--- config.mk ---
export PLATFORM = sky130hd
export DESIGN_NAME = dec_scan_n
export DESIGN_NICKNAME = d
export VERILOG_FILES = /design/src/rtl/dec_pkg.sv /design/src/rtl/dec_prescaler.sv /design/src/rtl/dec_scan_n.sv
export SDC_FILE = /design/constraint.sdc
export NUM_CORES = 1
export LEC_CHECK = 0
export ABC_CLOCK_PERIOD_IN_PS = 1700
export CAP_MARGIN = 20
export CORE_MARGIN = 2
export CORE_UTILIZATION = 45
export CTS_BUF_LIST = sky130_fd_sc_hd__clkbuf_8
export CTS_CLUSTER_DIAMETER = 100
export CTS_CLUSTER_SIZE = 25
export DETAILED_ROUTE_END_ITERATION = 10
export DONT_BUFFER_PORTS = 1
export HOLD_SLACK_MARGIN = 0.06
export PLACE_DENSITY_LB_ADDON = 0.1
export SETUP_SLACK_MARGIN = 0.3
export SLEW_MARGIN = 20
export SYNTH_ARGS = -nofsm -noshare
export SYNTH_HDL_FRONTEND = slang
export SYNTH_SLANG_ARGS = --single-unit
--- constraint.sdc ---
create_clock -name CLK -period 1.7 [get_ports CLK]
set_input_delay 0.085 -clock CLK [delete_from_list [all_inputs] [get_ports CLK]]
set_output_delay 0.085 -clock CLK [all_outputs]
set_load 0.1 [all_outputs]
--- src/rtl/dec_pkg.sv ---
// Shared types, constants and helpers for the scanning one-hot decoder.
package dec_pkg;

  // Widest select supported; onehot() returns this many output bits.
  localparam int unsigned MaxN    = 6;
  localparam int unsigned MaxOuts = 2 ** MaxN;

  localparam logic MODE_DECODE = 1'b0;
  localparam logic MODE_SCAN   = 1'b1;

  typedef enum logic [1:0] {
    StIdle,
    StDec,
    StScan,
    StPause
  } state_e;

  // Caller truncates the result to its own output count.
  function automatic logic [MaxOuts-1:0] onehot(input logic [MaxN-1:0] idx);
    return MaxOuts'(1) << idx;
  endfunction

endpackage

--- src/rtl/dec_prescaler.sv ---
// Dwell counter for scan mode: counts 0..div_i, then wraps and flags terminal count.
module dec_prescaler #(
  parameter int unsigned DIV_W = 8
) (
  input  logic             clk_i,
  input  logic             rst_i,
  input  logic             clr_i,
  input  logic             adv_i,
  input  logic [DIV_W-1:0] div_i,
  output logic             tc_o
);

  logic [DIV_W-1:0] cnt_q, cnt_d;

  // >= so that lowering div_i below the current count steps on the next cycle.
  assign tc_o = (cnt_q >= div_i);

  // Next count: clear wins, otherwise advance and wrap at terminal count; hold when idle.
  always_comb begin
    cnt_d = cnt_q;
    if (clr_i) begin
      cnt_d = '0;
    end else if (adv_i) begin
      cnt_d = tc_o ? '0 : cnt_q + DIV_W'(1);
    end
  end

  // Count register with synchronous reset.
  always_ff @(posedge clk_i) begin
    if (rst_i) begin
      cnt_q <= '0;
    end else begin
      cnt_q <= cnt_d;
    end
  end

endmodule

--- src/rtl/dec_scan_n.sv ---
// Registered N-to-2^N one-hot decoder with dual enables and an auto-scan mode.
module dec_scan_n
  import dec_pkg::*;
#(
  parameter int unsigned N     = 2,
  parameter int unsigned DIV_W = 8
) (
  input  logic              CLK,
  input  logic              RST,
  input  logic              E1,
  input  logic              E0_L,
  input  logic              MODE,
  input  logic [N-1:0]      X,
  input  logic [DIV_W-1:0]  DIV,
  output logic [2**N-1:0]   Y,
  output logic [N-1:0]      IDX,
  output logic              VALID,
  output logic              WRAP
);

  localparam int unsigned    OUTS    = 2 ** N;
  localparam logic [N-1:0]   LastIdx = N'(OUTS - 1);

  state_e            state_q, state_d;
  logic [N-1:0]      idx_q, idx_d;
  logic [OUTS-1:0]   y_q, y_d;
  logic              valid_q, valid_d;
  logic              wrap_q, wrap_d;
  logic              en, scan_req, out_on;
  logic              pre_clr, pre_adv, pre_tc;

  assign en       = E1 & ~E0_L;
  assign scan_req = (MODE == MODE_SCAN);

  dec_prescaler #(
    .DIV_W (DIV_W)
  ) u_prescaler (
    .clk_i (CLK),
    .rst_i (RST),
    .clr_i (pre_clr),
    .adv_i (pre_adv),
    .div_i (DIV),
    .tc_o  (pre_tc)
  );

  // Next state, next index and next registered outputs.
  always_comb begin
    state_d = state_q;
    idx_d   = idx_q;
    wrap_d  = 1'b0;
    pre_clr = 1'b0;
    pre_adv = 1'b0;
    unique case (state_q)
      StIdle: begin
        if (en) begin
          idx_d   = X;
          state_d = scan_req ? StScan : StDec;
          pre_clr = scan_req;
        end
      end
      StDec: begin
        if (!en) begin
          state_d = StIdle;
        end else begin
          idx_d = X;
          if (scan_req) begin
            state_d = StScan;
            pre_clr = 1'b1;
          end
        end
      end
      StScan: begin
        // Every cycle spent showing an index counts toward its dwell, including
        // the cycle in which the enable drops, so a pause resumes with the remainder.
        pre_adv = 1'b1;
        if (pre_tc) idx_d = idx_q + N'(1);
        if (!en) begin
          state_d = StPause;
        end else if (!scan_req) begin
          state_d = StDec;
          idx_d   = X;
        end else begin
          wrap_d = pre_tc && (idx_q == LastIdx);
        end
      end
      StPause: begin
        if (en) begin
          if (scan_req) begin
            state_d = StScan;
          end else begin
            state_d = StDec;
            idx_d   = X;
          end
        end else if (!scan_req) begin
          state_d = StIdle;
        end
      end
      default: state_d = StIdle;
    endcase

    out_on  = (state_d == StDec) || (state_d == StScan);
    y_d     = out_on ? OUTS'(onehot(MaxN'(idx_d))) : '0;
    valid_d = out_on;
  end

  // State, index and output registers; reset overrides all inputs.
  always_ff @(posedge CLK) begin
    if (RST) begin
      state_q <= StIdle;
      idx_q   <= '0;
      y_q     <= '0;
      valid_q <= 1'b0;
      wrap_q  <= 1'b0;
    end else begin
      state_q <= state_d;
      idx_q   <= idx_d;
      y_q     <= y_d;
      valid_q <= valid_d;
      wrap_q  <= wrap_d;
    end
  end

  assign Y     = y_q;
  assign IDX   = idx_q;
  assign VALID = valid_q;
  assign WRAP  = wrap_q;

endmodule

==> results of run 1 <==
## Yosys cell counts, drive strengths merged (2+ instances only)
library cell,number
mux2i,2
nand4,2
xor2,6
nor2b,2
o21ai,2
o21a,2
nor3,4
clkbuf,3
a21o,2
mux2,2
inv,9
nor3b,2
and3,3
ha,10
dfxtp,18
nand2b,4
nand3,5
nand2,4
a21oi,6
nor2,16
## where the power goes
part | internal (mW) | leakage, nW | switching [mW]
combinational | 0.0701 | 0.411 | 0.129
sequential | 0.436 | 0.148 | 0.0138
clock | 0.206 | 0.0288 | 0.139
total | 0.712 | 0.588 | 0.282
## repair_timing
action / 4_1_cts / 5_1_grt
pin swaps: 0 / 1
hold buffers: 2 / 0
gates resized for setup: 0 / 2
setup endpoints to repair: 15 / 15
hold endpoints to repair: 6 / 0
## registers in the layout (all words and copies together) (netlist names)
name               cells
IDX                    2
VALID                  1
WRAP                   1
Y                      4
state_q                2
u_prescaler.cnt_q      8
## critical path: cells and delay by family (launching register included)
kind / cells / cell delay (ns)
AOI/OAI and AO/OA: 3 / 0.44
and+or+nand+nor: 2 / 0.72
adders and majority gates: 1 / 0.15
muxes: 1 / 0.17
DFF: 1 / 0.33
## metal layers
layer	routed length, um	share of wire	GRT usage
met5	0	0	0
met4	50	0.026	0.117
met3	66	0.034	0.0351
met2	966	0.49	0.303
met1	868	0.44	0.187
## worst min-delay path by stage
| stage | to | slack (ns) | cells past startpoint |
|---|---|---|---|
| 3_5_place_dp | IDX[1]$_SDFF_PP0_ | 0.15 | 1 |
| 3_3_place_gp | IDX[1]$_SDFF_PP0_ | 0.15 | 1 |
| 4_1_cts | u_prescaler.cnt_q[2]$_SDFFE_PP0P_ | 0.09 | 2 |
| 5_1_grt | u_prescaler.cnt_q[3]$_SDFFE_PP0P_ | 0.1 | 2 |
| 6_report | u_prescaler.cnt_q[3]$_SDFFE_PP0P_ | 0.09 | 2 |
| 2_1_floorplan | IDX[1]$_SDFF_PP0_ | 0.15 | 1 |
## layout make-up
| class | count | area share |
|---|---|---|
| clock buffer | 4 | 0.0424 |
| sequential | 18 | 0.283 |
| multi-input combinational | 83 | 0.491 |
| inverter | 9 | 0.0260 |
| timing repair buffer | 22 | 0.131 |
| tap | 28 | 0.0270 |
## stage by stage
stage / power, mW / area, um^2 / setup WS [ns] / std cells
2_1_floorplan: 0.616 / 1040 / -0.150 / 113
3_3_place_gp: 0.651 / 1220 / -0.181 / 158
3_5_place_dp: 0.654 / 1220 / -0.225 / 158
4_1_cts: 1.01 / 1290 / -0.244 / 164
5_1_grt: 1.04 / 1300 / -0.307 / 164
6_report: 0.994 / 1300 / -0.227 / 164
## cells by family after synthesis
group,after synthesis,share of synthesized area
AOI/OAI and AO/OA,17,0.124
xor gates and xnor gates,7,0.0616
adders and majority gates,10,0.126
buffers and inverters,12,0.0452
DFF,18,0.362
muxes,4,0.0465
and+or+nand+nor,45,0.235
==> summary.md, run 1 <==
| Metric | Value |
|---|---|
| Worst Path Required | `1.85 ns` |
| Startpoint Class | `flip-flop` |
| Post-route setup slack | `-0.227 ns` |
| RSZ-0062 raised after global routing | `true` |
| CTS tree | `done` |
| Final hold violations | `0` |
| Post-Route Setup TNS | `-2.42 ns` |
| DRC | `0` |
| Status | `finished, violations left` |
| Area contributors post-synth | `dfxtp_1, ha_1, nor2_1` |
| Sequential fraction of the synthesis area | `0.362` |
| Post-synth EDFFs | `0` |
| Max Root-Sink Buffers | `2` |
| Final nets | `162` |
| Final period util | `1.13` |
| CTS sink count | `18` |
| Top FF cell, synth | `dfxtp_1` |
| Wire per inst | `11.9 um` |
| F_max | `0.519 GHz` |
| Crit path max fanout | `4` |
| Synthesized area | `996 um^2` |
| Clock Tree Root | `clkbuf_8` |
| Cts bufs inserted | `3` |
| R2r setup slk | `-0.23 ns` |
| CP Data Arrival Time | `2.07 ns` |
| Failing checks | `negative setup slack` |
| Post-CTS setup buffer count | `0` |
| Initial antenna violation count | `0` |
| CP max-delay cell | `or4_4` |
| FFs w/ async S/R, synth | `0` |
| Peak VDD IR | `0.620 mV` |
| Die W | `51.0 um` |
| RR Startpoint | `u_prescaler.cnt_q[4]$_SDFFE_PP0P_` |
| Critical path launch point | `u_prescaler.cnt_q[4]$_SDFFE_PP0P_` |
| Leak Pwr | `0.588 nW` |
| Crit path capture type | `flip-flop` |
| Antenna cells | `0` |
| First-pass GRT wire length | `3.35 mm` |
| Total track usage | `0.173` |
| Most common cell after layout, fill and taps aside | `buf_4` |
| Gr ovfl total | `0` |
| Utilization after layout | `0.604` |
| CP max stage delay | `0.54 ns` |
| Hold_sp | `RST` |
| Area occupied by multi-input gates | `637 um^2` |
| Vias in the first global route | `849` |
| Initial DRC Count | `7` |
| Core Rows | `17` |
| Synth unique cells | `33` |
| Most frequent cells in the layout | `buf_4, nor2_1, dfxtp_1, inv_1, ha_1` |
| Mean post-synth cell area | `8.81 um^2` |
| Chip height | `51.0 um` |
| CP cell instances | `ha_4 > or4_4 > a21oi_4 > o31ai_4 > mux2i_1 > a21o_1 > and3_1` |
| Synth warn | `0` |
| Initial Util | `0.464` |
| Max-slew headroom | `0.748` |
| Area leader, netlist | `dfxtp_1` |
| Post-DP HPWL | `1.57 mm` |
| Area Growth Syn to Fin | `30.3%` |
| Register area | `367 um^2` |
| Worst hold margin | `0.0892 ns` |
| H-Tree Depth | `1` |
| Critical path class | `flip-flop to flip-flop` |
| Cells after Synth | `113` |
| I/O Pins | `23` |
| Max Cap Viol | `0` |
| Clock slew at reported path FFs | `0.07 ns` |
| Slew @ Worst Pin | `0.375 ns` |
| DIE AREA | `0.00261 mm^2` |
| Synthesis-stage register bit count | `18` |
| Depth of the worst register-to-register path | `7` |
| Minimum clock period | `1.93 ns` |
| Largest net degree at the start of global routing | `11` |
| Reg2reg end | `Y[1]$_SDFF_PP0_` |
| PortBufs | `0` |
| Worst skew pair latency | `0.25 ns` |
| Share of cells above drive strength 1 | `0.301` |
| Fillcell total | `205` |
| Total Wirelength | `1.95 mm` |
| Via count | `856` |
| Vias per Instance | `5.22` |
| Core Area | `0.00215 mm^2` |
| Yosys top cell area share | `0.362` |
| Min-delay worst type | `input port to flip-flop` |
| Setup Skew | `0.00388 ns` |
| Routed Antenna Nets | `0` |
| CP endpoint | `Y[1]$_SDFF_PP0_` |
| Syn nets | `138` |
| P per Cell Area | `766 mW/mm^2` |
| Final Max Slew Viols | `0` |
| GPL Wtd Cong | `0.776` |
| Pre-Repair DR Iteration Count | `4` |
| Final-report setup violation count | `14` |
Power figures use the tool's default switching activity.
==> inputs of run 2 (changes only) <==
--- a/config.mk
+++ b/config.mk
@@ -15,7 +15,7 @@
 export DETAILED_ROUTE_END_ITERATION = 10
 export DONT_BUFFER_PORTS = 1
 export HOLD_SLACK_MARGIN = 0.06
-export PLACE_DENSITY_LB_ADDON = 0.1
+export PLACE_DENSITY = 0.63
 export SETUP_SLACK_MARGIN = 0.3
 export SLEW_MARGIN = 20
 export SYNTH_ARGS = -nofsm -noshare
==> run 2 against run 1 <==
The flow still finishes with violations (negative setup slack); via count fell by 1.4%; global-route usage fell by 1.3 points; utilization grew 2.0 points; clock skew is 0.0011 ns lower; register-to-register slack barely moved; critical path depth unchanged; die area unchanged; sequential power barely moved; clock power decreased by 2%; power grew 0.31%; design area up 3.4%; highest routed layer is now met3.
==> summary.md, run 2 (synthesis results as in run 1) <==
| Metric | Value |
|---|---|
| Largest net degree at the start of global routing | `11` |
| DP Area | `0.00122 mm^2` |
| Total Wirelength | `1.96 mm` |
| Peak VDD IR | `0.518 mV` |
| Crit path max fanout | `4` |
| Leak Pwr | `0.607 nW` |
| Initial Util | `0.464` |
| Core Rows | `17` |
| Final period util | `1.14` |
| R2r setup slk | `-0.24 ns` |
| Post-Route Setup TNS | `-2.52 ns` |
| Max Root-Sink Buffers | `2` |
| Max Cap Viol | `0` |
| H-Tree Depth | `1` |
| Most common cell after layout, fill and taps aside | `buf_4` |
| Slew @ Worst Pin | `0.395 ns` |
| Crit path capture type | `flip-flop` |
| CP max-delay cell | `or4_4` |
| Minimum clock period | `1.94 ns` |
| Chip height | `51.0 um` |
| CTS tree | `done` |
| Max-slew headroom | `0.734` |
| Reg2reg end | `Y[3]$_SDFF_PP0_` |
| Final Max Slew Viols | `0` |
| Final hold violations | `0` |
| Wire per inst | `11.8 um` |
| First-pass GRT wire length | `3.26 mm` |
| Finished Cell Area | `0.00134 mm^2` |
| RR Startpoint | `u_prescaler.cnt_q[4]$_SDFFE_PP0P_` |
| Pre-Repair DR Iteration Count | `3` |
| Cts bufs inserted | `3` |
| DIE AREA | `0.00261 mm^2` |
| Core Area | `0.00215 mm^2` |
| Stages on worst setup path | `7` |
| CP endpoint | `Y[3]$_SDFF_PP0_` |
| Vias per Instance | `5.08` |
| Setup Skew | `0.00273 ns` |
| Post-DP HPWL | `1.54 mm` |
| Worst Path Required | `1.89 ns` |
| Min-delay worst type | `input port to flip-flop` |
| Critical path launch point | `u_prescaler.cnt_q[4]$_SDFFE_PP0P_` |
| Area Growth Syn to Fin | `34.7%` |
| Via count | `844` |
| CP Buf/Inv Count | `0` |
| GPL Wtd Cong | `0.786` |
| Initial DRC Count | `9` |
| CP cell instances | `ha_4 > or4_4 > a21oi_4 > o31ai_4 > mux2_4 > nor2_4 > and3_1` |
| Clock Tree Root | `clkbuf_8` |
| Startpoint Class | `flip-flop` |
| Share of cells above drive strength 1 | `0.319` |
| Antenna cells | `0` |
| CP Data Arrival Time | `2.13 ns` |
| Status | `finished, violations left` |
| CP delay by family, top | `simple AND/OR/NAND/NOR gates` |
| Critical path class | `flip-flop to flip-flop` |
| I/O Pins | `23` |
| Failing checks | `negative setup slack` |
| F_max | `0.516 GHz` |
| Largest Register | `u_prescaler.cnt_q` |
| Max FFs per register | `8` |
| Fillcell total | `198` |
| CTS sink count | `18` |
| Die W | `51.0 um` |
| Final-report setup violation count | `14` |
| Total track usage | `0.161` |
| P per Cell Area | `743 mW/mm^2` |
| Depth of the worst register-to-register path | `7` |
| PortBufs | `0` |
| Clock slew at reported path FFs | `0.07 ns` |
| DRC | `0` |
| Gr ovfl total | `0` |
| Vias in the first global route | `835` |
| CP max stage delay | `0.54 ns` |
| Initial antenna violation count | `0` |
| Final nets | `164` |
| Routed Antenna Nets | `0` |
| RSZ-0062 raised after global routing | `true` |
| Post-route setup slack | `-0.237 ns` |
| Most frequent cells in the layout | `buf_4, nor2_1, dfxtp_1, inv_1, ha_1` |
| Worst skew pair latency | `0.25 ns` |
[run 2: worst min-delay path by stage]
| stage | startpoint | end | slack, ns | depth (start not counted) |
|---|---|---|---|---|
| global placement | RST | IDX[1]$_SDFF_PP0_ | 0.15 | 1 |
| CTS | RST | u_prescaler.cnt_q[4]$_SDFFE_PP0P_ | 0.09 | 2 |
| global route | RST | u_prescaler.cnt_q[4]$_SDFFE_PP0P_ | 0.08 | 2 |
| floorplan | RST | IDX[1]$_SDFF_PP0_ | 0.15 | 1 |
| finish | RST | u_prescaler.cnt_q[2]$_SDFFE_PP0P_ | 0.09 | 2 |
| detailed placement | RST | IDX[1]$_SDFF_PP0_ | 0.16 | 1 |
[run 2: timing repair]
| action | CTS | global route |
|---|---|---|
| hold endpoints to repair | 6 | 0 |
| hold buffers | 2 | 0 |
| setup endpoints to repair | 15 | 15 |
| resized for setup | 2 | 3 |
| buffers inserted | 1 | 1 |
| pin swaps | 1 | 3 |
[run 2: worst register-to-register path: stages, from the launching register on]
cell,delay [ns]
dfxtp_2,0.33
ha_4,0.15
or4_4,0.54
a21oi_4,0.15
o31ai_4,0.12
mux2_4,0.34
nor2_4,0.11
and3_1,0.15
[run 2: cell type report]
cell class                 instances  area, um^2  area share
multi-input combinational         83         667       0.497
timing repair buffer              24         185       0.138
inverter                           9        33.8      0.0252
clock buffer                       4        55.1      0.0410
sequential                        18         365       0.272
tap                               28        35.0      0.0261
[run 2: report_power, final]
group / leakage, nW / internal [mW] / total (mW) / switching, mW
Sequential: 0.148 / 0.437 / 0.449 / 0.0130
Clock: 0.0288 / 0.205 / 0.338 / 0.133
Combinational: 0.430 / 0.0762 / 0.209 / 0.133
Total: 0.607 / 0.718 / 0.997 / 0.279
[run 2: per-layer routing]
metal,vias to the layer above,wire length (um),global-route usage
met4,0,0,0.0541
met2,14,1010,0.312
met3,0,67,0.0234
met1,390,879,0.175
li1,440,-,-
met5,-,0,0
[run 2: through the flow]
stage          instances  total power, mW  hold WS [ns]  utilization  setup slack [ns]
6_report             166            0.997        0.0894        0.624            -0.237
5_1_grt              166             1.05        0.0837        0.624            -0.297
4_1_cts              165             1.00        0.0880        0.612            -0.222
3_5_place_dp         158            0.655         0.156        0.567            -0.212
3_3_place_gp         158            0.650         0.154        0.567            -0.187
2_1_floorplan        113            0.616         0.150            -            -0.150
==> inputs of run 3 (changes only) <==
--- a/config.mk
+++ b/config.mk
@@ -21,3 +21,4 @@
 export SYNTH_ARGS = -nofsm -noshare
 export SYNTH_HDL_FRONTEND = slang
 export SYNTH_SLANG_ARGS = --single-unit
+export TNS_END_PERCENT = 30
==> run 3 against run 2 <==
The run still ends with negative setup slack left; critical path depth stayed put; global-route usage rose by 0.94 points; flip-flop and latch count stayed put; sequential share of layout area is 1.1 points higher; power is essentially flat; critical path type unchanged; largest power group unchanged; highest routed layer is now met4.
==> summary.md, run 3 (synthesis results as in run 1) <==
| Metric | Value |
|---|---|
| P per Cell Area | `772 mW/mm^2` |
| Worst Path Required | `1.89 ns` |
| Post-CTS setup buffer count | `0` |
| Final hold violations | `0` |
| Clock slew at reported path FFs | `0.07 ns` |
| Total track usage | `0.170` |
| Hold path depth | `2` |
| Utilization after layout | `0.601` |
| Slew @ Worst Pin | `0.364 ns` |
| RSZ-0062 raised after global routing | `true` |
| Critical path launch point | `u_prescaler.cnt_q[4]$_SDFFE_PP0P_` |
| Die W | `51.0 um` |
| Area Growth Syn to Fin | `29.6%` |
| Antenna cells | `0` |
| CP max stage delay | `0.53 ns` |
| H-Tree Depth | `1` |
| Initial DRC Count | `10` |
| Fillcell total | `212` |
| Peak VDD IR | `0.631 mV` |
| I/O Pins | `23` |
| Share of cells above drive strength 1 | `0.287` |
| Max Root-Sink Buffers | `2` |
| DP Area | `0.00121 mm^2` |
| DRC | `0` |
| Final nets | `162` |
| Worst hold margin | `0.0834 ns` |
| Post-Route Setup TNS | `-2.28 ns` |
| Tot Pwr | `996 uW` |
| Max FFs per register | `8` |
| Final-report setup violation count | `14` |
| Minimum clock period | `1.93 ns` |
| Cts bufs inserted | `3` |
| F_max | `0.519 GHz` |
| PortBufs | `0` |
| Status | `finished, violations left` |
| Worst skew pair latency | `0.26 ns` |
| Depth of the worst register-to-register path | `7` |
| Final Max Slew Viols | `0` |
| Routed Antenna Nets | `0` |
| CTS tree | `done` |
| Wire per inst | `11.7 um` |
| Leak Pwr | `0.593 nW` |
| Startpoint Class | `flip-flop` |
| CP delay by family, top | `simple AND/OR/NAND/NOR gates` |
| Min-delay worst type | `input port to flip-flop` |
| Core Rows | `17` |
| CP Data Arrival Time | `2.12 ns` |
| Setup Skew | `0.0126 ns` |
| Worst Hold Endpoint | `u_prescaler.cnt_q[2]$_SDFFE_PP0P_` |
| Gr ovfl total | `0` |
| R2r setup slk | `-0.23 ns` |
| CTS sink count | `18` |
| GPL Wtd Cong | `0.748` |
| Chip height | `51.0 um` |
| Max-slew headroom | `0.755` |
| RR Startpoint | `u_prescaler.cnt_q[4]$_SDFFE_PP0P_` |
| Crit path capture type | `flip-flop` |
| CP Buf/Inv Count | `0` |
| Reg2reg end | `Y[1]$_SDFF_PP0_` |
| Vias per Instance | `5.07` |
| Most frequent cells in the layout | `buf_4, nor2_1, dfxtp_1, inv_1, ha_1` |
| Vias in the first global route | `826` |
| CP cell instances | `ha_4 > or4_4 > a21oi_4 > o31ai_4 > mux2_4 > nor2_4 > and3_1` |
| Initial Util | `0.464` |
| Core Area | `0.00215 mm^2` |
| Critical path class | `flip-flop to flip-flop` |
| Initial antenna violation count | `0` |
| DIE AREA | `0.00261 mm^2` |
| Post-DP HPWL | `1.52 mm` |
| Largest net degree at the start of global routing | `11` |
| Largest Register | `u_prescaler.cnt_q` |
| Area occupied by multi-input gates | `632 um^2` |
| Final period util | `1.13` |
| CP max-delay cell | `or4_4` |
| Stages on worst setup path | `7` |
| Via count | `832` |
| First-pass GRT wire length | `3.34 mm` |
| Max Cap Viol | `0` |
| Crit path max fanout | `4` |
| Hold_sp | `RST` |
| Post-route setup slack | `-0.227 ns` |
| Finished Cell Area | `0.00129 mm^2` |
| Most common cell after layout, fill and taps aside | `buf_4` |
| Pre-Repair DR Iteration Count | `4` |
| Register area | `365 um^2` |
| Failing checks | `negative setup slack` |
| Total Wirelength | `1.92 mm` |
| Clock Tree Root | `clkbuf_8` |
-- run 3: cell types whose count changed in the layout (fill, tap and decap cells not counted), sizes merged --
cell  delta
buf      -2
-- run 3: how the worst max path moves through the flow --
stage / endpoint / slack [ns]
floorplan: Y[1]$_SDFF_PP0_ / -0.15
global placement: Y[1]$_SDFF_PP0_ / -0.17
detailed placement: Y[1]$_SDFF_PP0_ / -0.20
CTS: Y[1]$_SDFF_PP0_ / -0.23
global route: Y[3]$_SDFF_PP0_ / -0.31
finish: Y[1]$_SDFF_PP0_ / -0.23
-- run 3: through the flow --
stage | worst slack, ns | std cells
global route | -0.311 | 164
floorplan | -0.151 | 113
global placement | -0.172 | 158
detailed placement | -0.200 | 158
CTS | -0.227 | 164
finish | -0.227 | 164
-- run 3: per-layer routing --
layer	vias to the layer above	global-route usage	wire length, um
li1	436	-	-
met1	381	0.206	947
met2	13	0.290	895
met3	2	0.0556	73
met4	0	0.0405	9
met5	-	0	0
-- run 3: final cells by class --
cell class                      instances  area share
Multi-Input combinational cell         83       0.489
Sequential cell                        18       0.283
Timing Repair Buffer                   22       0.132
Clock buffer                            4      0.0426
Tap cell                               28      0.0271
Inverter                                9      0.0262
-- run 3: repair_timing --
action / CTS / global route
endpoints found under the hold margin: 8 / 0
gates resized for setup: 0 / 1
hold buffers: 2 / 0
endpoints found under the setup margin: 15 / 15
-- run 3: report_power, final --
| part | total [mW] | switching (mW) | internal [mW] |
|---|---|---|---|
| Clock | 0.348 | 0.142 | 0.206 |
| Sequential | 0.450 | 0.0136 | 0.436 |
| Combinational | 0.198 | 0.130 | 0.0682 |
